File: config.mk
export PLATFORM = sky130hd
export DESIGN_NAME = credential_enroll_writer
export DESIGN_NICKNAME = d
export VERILOG_FILES = /design/src/rtl/enroll_pkg.sv /design/src/rtl/edge_pulse.sv /design/src/rtl/credential_enroll_writer.sv
export SDC_FILE = /design/constraint.sdc
export NUM_CORES = 1
export LEC_CHECK = 0
export CORE_MARGIN = 2
export CORE_UTILIZATION = 45
export DETAILED_ROUTE_END_ITERATION = 8
export GPL_ROUTABILITY_DRIVEN = 0
export PLACE_DENSITY = 0.65
export SYNTH_ARGS = -nofsm -noshare
export SYNTH_HDL_FRONTEND = slang
export SYNTH_SLANG_ARGS = --single-unit
File: constraint.sdc
create_clock -name clk -period 4.4 [get_ports clk]
set_input_delay 0.88 -clock clk [delete_from_list [all_inputs] [get_ports clk]]
set_output_delay 0.88 -clock clk [all_outputs]
set_load 0.1 [all_outputs]
File: src/rtl/enroll_pkg.sv
// Shared definitions for the credential enrollment write path.
// Latency: n/a (types and constants only).
// Backpressure: n/a.
package enroll_pkg;

    localparam int ID_W   = 4;
    localparam int ADDR_W = 5;
    localparam int NIB_W  = 4;

    // ID 0 marks an empty slot in the store, so it can never be enrolled.
    localparam logic [ID_W-1:0] RESERVED_ID = 4'h0;

    typedef enum logic [2:0] {
        S_IDLE,
        S_GET_ID,
        S_GET_PWD,
        S_GET_CONF,
        S_CHECK,
        S_WRITE,
        S_DONE,
        S_FAIL
    } state_t;

endpackage

File: src/rtl/edge_pulse.sv
// Rising-edge detector: one-cycle pulse on the first cycle a level input is high.
// Latency: pulse is combinational in the cycle the input rises; history is registered.
// Backpressure: none; a held input yields exactly one pulse.
// Ports: clk, reset (sync, active-high), sig_lvl (level input), pulse (rising-edge strobe).
module edge_pulse (
    input  logic clk,
    input  logic reset,
    input  logic sig_lvl,
    output logic pulse
);

    logic sig_q;

    always_ff @(posedge clk) begin
        if (reset) begin
            sig_q <= 1'b0;
        end else begin
            sig_q <= sig_lvl;
        end
    end

    assign pulse = sig_lvl & ~sig_q;

endmodule

File: src/rtl/credential_enroll_writer.sv
// Collects an ID plus a double-entered password from buttons and writes one store record on match.
// Latency: last confirm press cycle N -> CHECK N+1 -> wr_en N+2 -> Green_LED N+3.
// Backpressure: none; the store write port is assumed always ready, presses outside entry states are dropped.
// Ports: clk/reset; Enroll_start, data_in, data_BS, Abort_signal (operator inputs);
//        wr_en/wr_addr/wr_id/wr_pwd (store write port); SevSeg_digit, Green_LED, Red_LED,
//        Busy, Full, entry_count (status).
module credential_enroll_writer
    import enroll_pkg::*;
#(
    parameter int PWD_DIGITS  = 4,
    parameter int MAX_ENTRIES = 32,
    parameter int HOLD_CYCLES = 50_000_000
) (
    input  logic                   clk,
    input  logic                   reset,
    input  logic                   Enroll_start,
    input  logic [NIB_W-1:0]       data_in,
    input  logic                   data_BS,
    input  logic                   Abort_signal,
    output logic                   wr_en,
    output logic [ADDR_W-1:0]      wr_addr,
    output logic [ID_W-1:0]        wr_id,
    output logic [4*NIB_W-1:0]     wr_pwd,
    output logic [NIB_W-1:0]       SevSeg_digit,
    output logic                   Green_LED,
    output logic                   Red_LED,
    output logic                   Busy,
    output logic                   Full,
    output logic [5:0]             entry_count
);

    localparam logic [1:0]  LAST_DIGIT = 2'(PWD_DIGITS - 1);
    localparam logic [31:0] HOLD_LOAD  = 32'(HOLD_CYCLES - 1);

    state_t              state, next_state;
    logic                press, start;
    logic                accept, do_abort, last_digit, full;
    logic [ID_W-1:0]     id_q;
    logic [4*NIB_W-1:0]  pwd_a, pwd_b;
    logic [1:0]          digit;
    logic [31:0]         hold_cnt;
    logic [NIB_W-1:0]    sev_q;

    edge_pulse u_bs_edge (
        .clk     (clk),
        .reset   (reset),
        .sig_lvl (data_BS),
        .pulse   (press)
    );

    edge_pulse u_start_edge (
        .clk     (clk),
        .reset   (reset),
        .sig_lvl (Enroll_start),
        .pulse   (start)
    );

    assign full       = (entry_count == 6'(MAX_ENTRIES));
    assign last_digit = (digit == LAST_DIGIT);

    always_ff @(posedge clk) begin
        if (reset) begin
            state <= S_IDLE;
        end else begin
            state <= next_state;
        end
    end

    // Abort takes priority over a press in the same cycle, so a nibble
    // arriving alongside an abort is never accepted.
    always_comb begin
        next_state = state;
        accept     = 1'b0;
        do_abort   = 1'b0;
        case (state)
            S_IDLE: begin
                if (start) next_state = full ? S_FAIL : S_GET_ID;
            end
            S_GET_ID: begin
                if (Abort_signal) begin
                    do_abort   = 1'b1;
                    next_state = S_IDLE;
                end else if (press) begin
                    accept     = 1'b1;
                    next_state = (data_in == RESERVED_ID) ? S_FAIL : S_GET_PWD;
                end
            end
            S_GET_PWD: begin
                if (Abort_signal) begin
                    do_abort   = 1'b1;
                    next_state = S_IDLE;
                end else if (press) begin
                    accept = 1'b1;
                    if (last_digit) next_state = S_GET_CONF;
                end
            end
            S_GET_CONF: begin
                if (Abort_signal) begin
                    do_abort   = 1'b1;
                    next_state = S_IDLE;
                end else if (press) begin
                    accept = 1'b1;
                    if (last_digit) next_state = S_CHECK;
                end
            end
            S_CHECK: begin
                if (Abort_signal) begin
                    do_abort   = 1'b1;
                    next_state = S_IDLE;
                end else begin
                    // The full guard is redundant with the IDLE check but keeps
                    // the "never write while full" property local to the write.
                    next_state = ((pwd_a == pwd_b) && !full) ? S_WRITE : S_FAIL;
                end
            end
            S_WRITE: next_state = S_DONE;
            S_DONE, S_FAIL: begin
                if (hold_cnt == 32'd0) next_state = S_IDLE;
            end
            default: next_state = S_IDLE;
        endcase
    end

    always_ff @(posedge clk) begin
        if (reset) begin
            id_q        <= '0;
            pwd_a       <= '0;
            pwd_b       <= '0;
            digit       <= '0;
            sev_q       <= '0;
            hold_cnt    <= '0;
            wr_addr     <= '0;
            wr_id       <= '0;
            wr_pwd      <= '0;
            entry_count <= '0;
        end else begin
            // Buffers sit at zero while idle so unused upper password nibbles
            // are zero for PWD_DIGITS < 4 and every enrollment starts clean.
            if (state == S_IDLE || do_abort) begin
                id_q  <= '0;
                pwd_a <= '0;
                pwd_b <= '0;
                digit <= '0;
            end

            if (accept) begin
                sev_q <= data_in;
                case (state)
                    S_GET_ID: begin
                        id_q  <= data_in;
                        digit <= '0;
                    end
                    S_GET_PWD: begin
                        for (int i = 0; i < 4; i++) begin
                            if (digit == 2'(i)) pwd_a[i*NIB_W +: NIB_W] <= data_in;
                        end
                        digit <= last_digit ? 2'd0 : digit + 2'd1;
                    end
                    S_GET_CONF: begin
                        for (int i = 0; i < 4; i++) begin
                            if (digit == 2'(i)) pwd_b[i*NIB_W +: NIB_W] <= data_in;
                        end
                        digit <= last_digit ? 2'd0 : digit + 2'd1;
                    end
                    default: ;
                endcase
            end

            // Write port fields are registered on the way into WRITE so they
            // are stable for the whole wr_en cycle.
            if (state == S_CHECK && next_state == S_WRITE) begin
                wr_addr <= entry_count[ADDR_W-1:0];
                wr_id   <= id_q;
                wr_pwd  <= pwd_a;
            end

            if (state == S_WRITE && !full) begin
                entry_count <= entry_count + 6'd1;
            end

            // Load on entry to DONE/FAIL; the state is left when the count hits zero,
            // giving exactly HOLD_CYCLES cycles of LED.
            if ((next_state == S_DONE || next_state == S_FAIL) && next_state != state) begin
                hold_cnt <= HOLD_LOAD;
            end else if ((state == S_DONE || state == S_FAIL) && hold_cnt != 32'd0) begin
                hold_cnt <= hold_cnt - 32'd1;
            end else if (state != S_DONE && state != S_FAIL) begin
                hold_cnt <= '0;
            end
        end
    end

    assign wr_en        = (state == S_WRITE);
    assign Green_LED    = (state == S_DONE);
    assign Red_LED      = (state == S_FAIL);
    assign Busy         = (state != S_IDLE);
    assign Full         = full;
    assign SevSeg_digit = sev_q;

endmodule

; After elaboration in Yosys (flattened, before gate mapping)
; Cells that the tools add are included.
[totals]
regBits = 110
input_bits = 9
elab_cells = 106
[op_classes]
addsub = 3
eq_ne = 18
muxes = 44
n_bitwise = 4
reduce_logical = 23
[op_table]
columns = operator, count
row1 = $mux 16, 6
row2 = $mux 32, 2
row3 = $mux 4, 11
row4 = $mux 3, 13
row5 = $logic_not 32->1, 1
row6 = $reduce_bool 32->1, 1
row7 = $sub 32x1->32 const B, 1
row8 = $mux 26, 1
row9 = $eq 3x3->1 const B, 7
row10 = $pmux 3 s7, 1
row11 = $eq 16x16->1, 1
row12 = $mux 2, 4
row13 = $add 6x1->6 const B, 1
row14 = $eq 3x2->1 const B, 2
row15 = $eq 6x6->1 const B, 1
row16 = $logic_and 1x1->1, 6
row17 = $ne 3x3->1 const B, 2
row18 = $reduce_bool 3->1, 2
row19 = $reduce_or 2->1, 3
row20 = $mux 1, 5
row21 = $eq 2x2->1 const B, 2
row22 = $logic_not 4->1, 1
row23 = $pmux 2 s2, 1
row24 = $reduce_or 4->1, 1
row25 = 12 further kinds, 16

; Logic depth before layout (Yosys ltp)
[logic_depth]
word_depth = 10
depth_mapped = 10
depth_no_buf = 8

; By module
; Synthesis repeated with hierarchy kept, for this count alone.
[hier_totals]
cells_unflattened = 586
hier_area_um2 = 5023.6
[modules_own_cells]
columns = module, n_inst, cells_each, area_each_um2
row1 = credential_enroll_writer, 1, 580, 4928.5
row2 = edge_pulse, 2, 3, 47.5

; Worst setup path before layout
; Ideal clock, no wire load.
[synth_path]
kind = register to register
start = reg entry_count[5]
end = reg wr_addr[3]
setup_ps = 128
arrival_ps = 3290
t_required_ps = 4272
slack_ps = 982
stages_incl_launch_ff = 8
n_path_buf = 1
synth_period_minus_slack_ps = 3418
path_cell_list = dfxtp_1 -> nor4b_1 -> and2_1 -> nor3_1 -> nand2_1 -> clkbuf_1 -> mux2i_1 -> nor2_1
[synth_between]
elab_chain_len = 8
word_cells_on_any_way = 10
classes_between = 2 x eq/ne / 5 x mux / 3 x reduce/logical
[synth_rtl]
columns = element, line
row1 = from (decl), credential_enroll_writer.sv:29  ; output logic [5:0] entry_count
row2 = from (signal assigned), credential_enroll_writer.sv:178  ; entry_count <= entry_count + 6'd1;
row3 = $eq 6x6->1 (*), credential_enroll_writer.sv:58  ; assign full = (entry_count == 6'(MAX_ENTRIES));
row4 = net Full, credential_enroll_writer.sv:28  ; output logic Full,
row5 = $logic_not 1->1, credential_enroll_writer.sv:113  ; next_state = ((pwd_a == pwd_b) && !full) ? S_WRITE : S_FAIL;
row6 = $logic_and 1x1->1, credential_enroll_writer.sv:113
row7 = $mux 2, credential_enroll_writer.sv:113
row8 = $mux 3, credential_enroll_writer.sv:107  ; if (Abort_signal) begin
row9 = $pmux 3 s7 (*), credential_enroll_writer.sv:75  ; case (state)
row10 = $eq 3x3->1 (*), credential_enroll_writer.sv:171  ; if (state == S_CHECK && next_state == S_WRITE) begin
row11 = $logic_and 1x1->1 (*), credential_enroll_writer.sv:171
row12 = to (signal assigned), credential_enroll_writer.sv:172  ; wr_addr <= entry_count[ADDR_W-1:0];
row13 = to (decl), credential_enroll_writer.sv:21  ; output logic [ADDR_W-1:0] wr_addr,
; Mark *: on every way through the listed nets, which the timed path passes. The rest lies on a longest branch.
; A chain may end at the register's enable or synchronous reset.

; Worst setup path in the final report
[layout_path]
start = reg state[0]
end = out Red_LED
[layout_between]
elab_chain_len = 1
[layout_rtl]
columns = element, line
row1 = from (decl), credential_enroll_writer.sv:35  ; state_t state, next_state;
row2 = from (signal assigned), credential_enroll_writer.sv:65  ; state <= next_state;
row3 = $eq 3x3->1, credential_enroll_writer.sv:195  ; assign Red_LED = (state == S_FAIL);
row4 = to (decl), credential_enroll_writer.sv:26  ; output logic Red_LED,
; Every way passes these cells.

==> metrics.md <==
| Metric | Value |
|---|---|
| Status | finished, final reports clean |
| Hold WS | 503 ps |
| Ys Warns | 0 |
| Max Cap Viol | 0 |
| Maximum operating frequency | 284 MHz |
| Core Footprint | 10,900 um2 |
| Synthesized area per cell | 8.86 um2 |
| H-tree depth | 3 |
| # diodes | 0 |
| Row Count | 38 |
| Largest net degree at the start of global routing | 65 |
| Io pins | 49 |
| Setup crit start | state[0]$_SDFF_PP0_ |
| Max-slew headroom | 0.330 |
| Initial antenna violation count | 0 |
| Synthesized area | 5040 um2 |
| Worst R2R End | hold_cnt[3]$_SDFFE_PP0P_ |
| Gr ovfl total | 0 |
| Number of global-route vias before repair | 3,916 |
| Critical R2R Launch | hold_cnt[0]$_SDFFE_PP0P_ |
| Ys flop type | dfxtp_1 |
| Top-count cell post-synth | dfxtp_1 |
| Post-CTS Setup Bufs | 0 |
| CP Capture Type | primary output |
| Final net count | 617 |
| Top cell type's share of synthesized area | 0.437 |
| Critical path class | reg2out |
| Worst reg-to-reg setup slack | 1370 ps |
| Clk sink count | 110 |
| Routed WL | 11,900 um |
| DR vias/cell | 5.63 |
| Initial core utilization | 0.463 |
| DIE HEIGHT | 110 um |
| Final period util | 0.800 |
| Fin. max-slew vios | 0 |
| Hold WC Path Type | reg2reg |
| Startpoint types | register |
| DR vias | 4,192 |
| Netlist cell types | 56 |
| Ratio of cells with drive above 1 in the final layout | 0.0679 |
| Area contributors post-synth | dfxtp_1, nor2_1, mux2i_1, nand3_1, xnor2_1 |
| Total Routing Usage GR | 0.208 |
| EDFF count, synth | 0 |
| Pwr/cell area | 701 nW/um2 |
| Latest clock arrival within the worst-skew pair | 380 ps |
| Leak | 2.25 nW |
| CP required | 3520 ps |
| Clk buf depth | 2 |
| CTS Buf Count | 9 |
| Chip width | 110 um |
| Setup TNS | 0 ps |
| First-pass GRT wire length | 19,600 um |
| Worst-Margin Slew | 1000 ps |
| CTS tree | built |
| Clock-pin slew on the worst setup and hold paths | 100 ps |
| CP max FO | 19 |
| RSZ-0062 raised after global routing | no |
| Residual DRC count | 0 |
| Mapped Cells | 569 |
| Post-DRT Antenna Nets | 0 |
| Syn nets | 585 |
| DRT Pass-1 Iters | 5 |
| VDD IR max | 0.000557 V |
| Initial DRC count | 341 |
| Ys async rst share | 0 |
| CTS root buf | clkbuf_8 |
| Sequential cell area fraction in the yosys report | 0.437 |
| Post-CTS Resized | 0 |
| Layout area overhead | 14.0% |
| Top cells by count, synth | dfxtp_1, nor2_1, nand3_1, mux2i_1, xnor2_1 |
| R2R cell count | 8 |
| Worst setup endpoint | Red_LED |
| I/O Buffers | 48 |
| Cell accounting for the most synthesized area | dfxtp_1 |
| FILL cells | 1,033 |
| Crit path time final | 3520 ps |
| Die area | 12,100 um2 |
| Layout Skew | 11.3 ps |
| Hold buffer count at cts | 0 |
| WL/cell | 16.0 um |
| Hold Fails Final Rpt | 0 |
| HPWL after DPL | 8190 um |
| Final setup viols | 0 |
| Arrival time at the worst endpoint | 2640 ps |
| Seq cells post-synth | 110 |
[routing by layer]
| metal | vias to the layer above | track usage | wire length (um) |
|---|---|---|---|
| met5 | - | 0 | 0 |
| met4 | 0 | 0.0750 | 174 |
| met3 | 15 | 0.0480 | 489 |
| met2 | 93 | 0.333 | 5750 |
| met1 | 2001 | 0.271 | 5520 |
| li1 | 2083 | - | - |
[how the worst min path moves through the flow]
stage	cells past startpoint	slack [ps]	to	from
4_1_cts	2	510	wr_id[3]$_SDFFE_PP0P_	wr_id[3]$_SDFFE_PP0P_
3_3_place_gp	2	480	wr_id[0]$_SDFFE_PP0P_	wr_id[0]$_SDFFE_PP0P_
2_1_floorplan	2	460	wr_id[0]$_SDFFE_PP0P_	id_q[0]$_SDFF_PP0_
6_report	2	500	wr_id[3]$_SDFFE_PP0P_	wr_id[3]$_SDFFE_PP0P_
5_1_grt	2	540	pwd_a[14]$_SDFF_PP0_	pwd_a[14]$_SDFF_PP0_
3_5_place_dp	2	490	wr_id[3]$_SDFFE_PP0P_	wr_id[3]$_SDFFE_PP0P_
[through the flow]
step	total power, mW	area (um2)	utilization	setup slack (ps)	cells
after global placement	3.38	5560	0.510	1040	730
final	4.03	5750	0.528	879	744
after detailed placement	3.40	5560	0.510	863	730
after floorplan	3.06	5040	-	982	569
after CTS	4.02	5750	0.528	883	744
after global routing	4.33	5750	0.528	690	744
[kinds of logic (layout without fill, tap and decap cells)]
kind of cell | after synthesis | after routing | synth area share
compound gates | 84 | 84 | 0.112
xor+xnor | 50 | 50 | 0.0869
fa+ha+maj | 7 | 7 | 0.0174
buf+inv | 48 | 83 | 0.0479
flops | 110 | 110 | 0.437
mux | 31 | 31 | 0.0618
simple gates | 239 | 239 | 0.238
[layout by cell type (no fill, tap or decap), types with 3 or more instances in the layout]
cell type	netlist	layout
a21oi_1	21	21
a22oi_1	20	20
a31oi_1	3	3
and4_1	4	4
buf_4	0	8
clkbuf_8	2	10
clkdlybuf4s50_1	0	46
dfxtp_1	110	110
ha_1	7	7
inv_1	14	14
mux2i_1	30	30
nand2_1	17	17
nand3_1	49	49
nand4_1	11	11
nor2_1	96	96
nor3_1	16	15
nor4_1	9	9
o21ai_0	6	6
o21bai_1	4	4
o22ai_1	17	17
or2_2	3	3
or3_1	7	7
or3_2	4	4
or4_1	7	7
xnor2_1	26	26
xor2_1	24	24
[critical path, stage by stage, from the launching register on]
cell and delay, ps:
dfxtp_1 710, inv_1 180, nor2_1 180, clkdlybuf4s50_1 1180
[sequential cells by signal, summed over array words and instances, names as in the netlist]
register,cells
wr_pwd,16
entry_count,6
wr_addr,5
digit,2
id_q,4
state,3
wr_id,4
u_start_edge.sig_q,1
hold_cnt,32
pwd_a,16
u_bs_edge.sig_q,1
pwd_b,16
SevSeg_digit,4
[power by group]
group / switching (mW) / leakage (nW) / total [mW] / internal, mW
logic: 1.32 / 1.27 / 2.14 / 0.824
clock network: 0.340 / 0.0915 / 0.614 / 0.274
registers: 0.162 / 0.890 / 1.27 / 1.11
total: 1.82 / 2.25 / 4.03 / 2.21
[layout make-up]
class	count	area [um2]	share of cell area
Inverter	14	52.6	0.00915
Tap cell	140	175	0.0305
Clock inverter	3	46.3	0.00806
Clock buffer	11	141	0.0246
Timing Repair Buffer	55	526	0.0915
Multi-Input combinational cell	411	2600	0.453
Sequential cell	110	2200	0.383
Note: power is estimated with default switching activity, not from simulation.
==> variant (same settings) <==
Register the outputs `Green_LED` and `Red_LED`, with the module's reset; this adds one clock of latency there. The other outputs are not delayed to match. Comments in the files are not updated.
--- a/src/rtl/credential_enroll_writer.sv
+++ b/src/rtl/credential_enroll_writer.sv
@@ -192,6 +192,13 @@
 
     assign wr_en        = (state == S_WRITE);
-    assign Green_LED    = (state == S_DONE);
-    assign Red_LED      = (state == S_FAIL);
+    always_ff @(posedge clk) begin
+        if (reset) begin
+            Green_LED <= '0;
+            Red_LED   <= '0;
+        end else begin
+            Green_LED <= (state == S_DONE);
+            Red_LED   <= (state == S_FAIL);
+        end
+    end
     assign Busy         = (state != S_IDLE);
     assign Full         = full;
Check against the original RTL: not equivalent (Yosys sat finds a counterexample within 4 cycles, from zero or initial values and one cycle with reset high).
==> variant against the unedited design <==
- design area up 9.2%
- sequential cell count increased by 2
- wire length rose by 2.8%
- hold slack worse by 0.040 ns
- fmax rose by 2.7%
- worst setup slack improved by 0.092 ns
- synthesized area increased by 7.1%
- total power down 6.2%
==> variant: results (changes against the unedited design) <==
- Gr usage total: 19.7% (was 20.8%)
- CP max FO: 14 (was 19)
- Placed Area: 5950 um^2 (was 5560 um^2)
- Dpl cells: 790 (was 730)
- Number of global-route vias before repair: 4119 (was 3916)
- Hold WC Path Type: flip-flop to flip-flop (unchanged)
- Port Buffers: 48 (unchanged)
- Worst endpoint data arrival time: 2.55 ns (was 2.64 ns)
- Net Count, Synth: 649 (was 585)
- Post-Synth Adder-Cell Area: 1.62% (was 1.74%)
- Largest net degree at the start of global routing: 103 (was 65)
- Layout cell share with drive strength beyond 1: 6.53% (was 6.79%)
- Post-synthesis mux area share: 5.03% (was 6.18%)
- Synth top area cells: dfxtp_1 (42%), nand3_1 (8.4%), nand2b_1 (6.3%) (was dfxtp_1 (44%), nor2_1 (7.1%), mux2i_1 (6.0%))
- Maximum vdd drop: 0.274 mV (was 0.557 mV)
- Yosys warns: 0 (unchanged)
- Place WS: 1.33 ns (was 0.863 ns)
- Fin nets: 670 (was 617)
- Finished Layout Cells: 806 (was 744)
- CTS clock-pin slew for the worst setup and hold paths: 0.08 ns (was 0.10 ns)
- Post-synthesis sequential area ratio: 41.5% (was 43.7%)
- Leak pwr: 2.25 nW (about the same)
- WL/cell: 15.2 um (was 16.0 um)
- CTS Root Cell: clkbuf_16 (was clkbuf_8)
- CTS Buf Count: 9 (unchanged)
- First-pass GRT wire length: 20.5 mm (was 19.6 mm)
- Status: completed (unchanged)
- Clock skew: 0.00952 ns (was 0.0113 ns)
- Post-synthesis cell type count: 57 (was 56)
- Compound-cell area share of the yosys netlist: 12.5% (was 11.2%)
- Hpwl dp: 8.21 mm (was 8.19 mm)
- Total number of vias: 4644 (was 4192)
- Mapped Cells: 633 (was 569)
- DRT iter0 DRCs: 332 (was 341)
- Max reg flops: 32 (unchanged)
- Synth top cells by count: dfxtp_1 (112), nand3_1 (91), nand2b_1 (54), a21oi_1 (53), clkbuf_1 (37) (was dfxtp_1 (110), nor2_1 (96), nand3_1 (49), mux2i_1 (30), xnor2_1 (26))
- Worst slew pin tran: 0.987 ns (was 1.00 ns)
- Clock Latency Late Sink: 0.36 ns (was 0.38 ns)
- Synth Area in XOR/XNOR: 5.68% (was 8.69%)
-- variant: cell types whose count changed after synthesis, moves of 14 or more --
| cell | before | now |
|---|---|---|
| nand2_1 | 17 | 33 |
| o22ai_1 | 17 | 0 |
| a22oi_1 | 20 | 0 |
| xnor2_1 | 26 | 7 |
| nor2_1 | 96 | 26 |
| nand3_1 | 49 | 91 |
| nand2b_1 | 1 | 54 |
| a21oi_1 | 21 | 53 |
| o211ai_1 | 1 | 16 |
| clkbuf_1 | 23 | 37 |
-- variant: report_power, final --
| part | internal (mW) | switching (mW) |
|---|---|---|
| sequential | 1.10 | 0.115 |
| clock | 0.505 | 0.384 |
| combinational | 0.585 | 1.09 |
-- variant: worst max-delay path: cells and delay by family (launching register included) --
family | cells | cell delay, ns
flip-flops | 1 | 0.61
AND/OR/NAND/NOR | 1 | 0.39
buffers and inverters | 1 | 1.19
-- variant: final timing paths --
check	startpoint	to	slack (ns)	cells past startpoint
worst max-delay path	state[0]	wr_en	0.97	2
worst min-delay path	SevSeg_digit[3]	SevSeg_digit[3]	0.46	2
worst max register to register	hold_cnt[8]	state[0]	1.65	5
worst min register to register	SevSeg_digit[3]	SevSeg_digit[3]	0.46	2
-- variant: logic make-up after synthesis --
logic type	after synthesis
compound gates	111
xor+xnor	35
fa+ha+maj	7
buf+inv	59
flops	112
mux	27
simple gates	282
-- variant: final cells by class --
class,count,area (um^2)
Clock buffer,11,233
Clock inverter,5,86.3
Fill cell,1083,5590
Inverter,13,48.8
Multi-Input combinational cell,462,2950
Sequential cell,112,2240
Tap cell,147,184
Timing Repair Buffer,56,533
-- variant: routing by layer --
metal	GRT usage, %	vias up	part of all wire, %
met4	8.29	0	1.9
met5	0	-	0
met3	2.92	20	5.2
met2	28.6	132	43
li1	-	2306	-
met1	29.0	2186	50
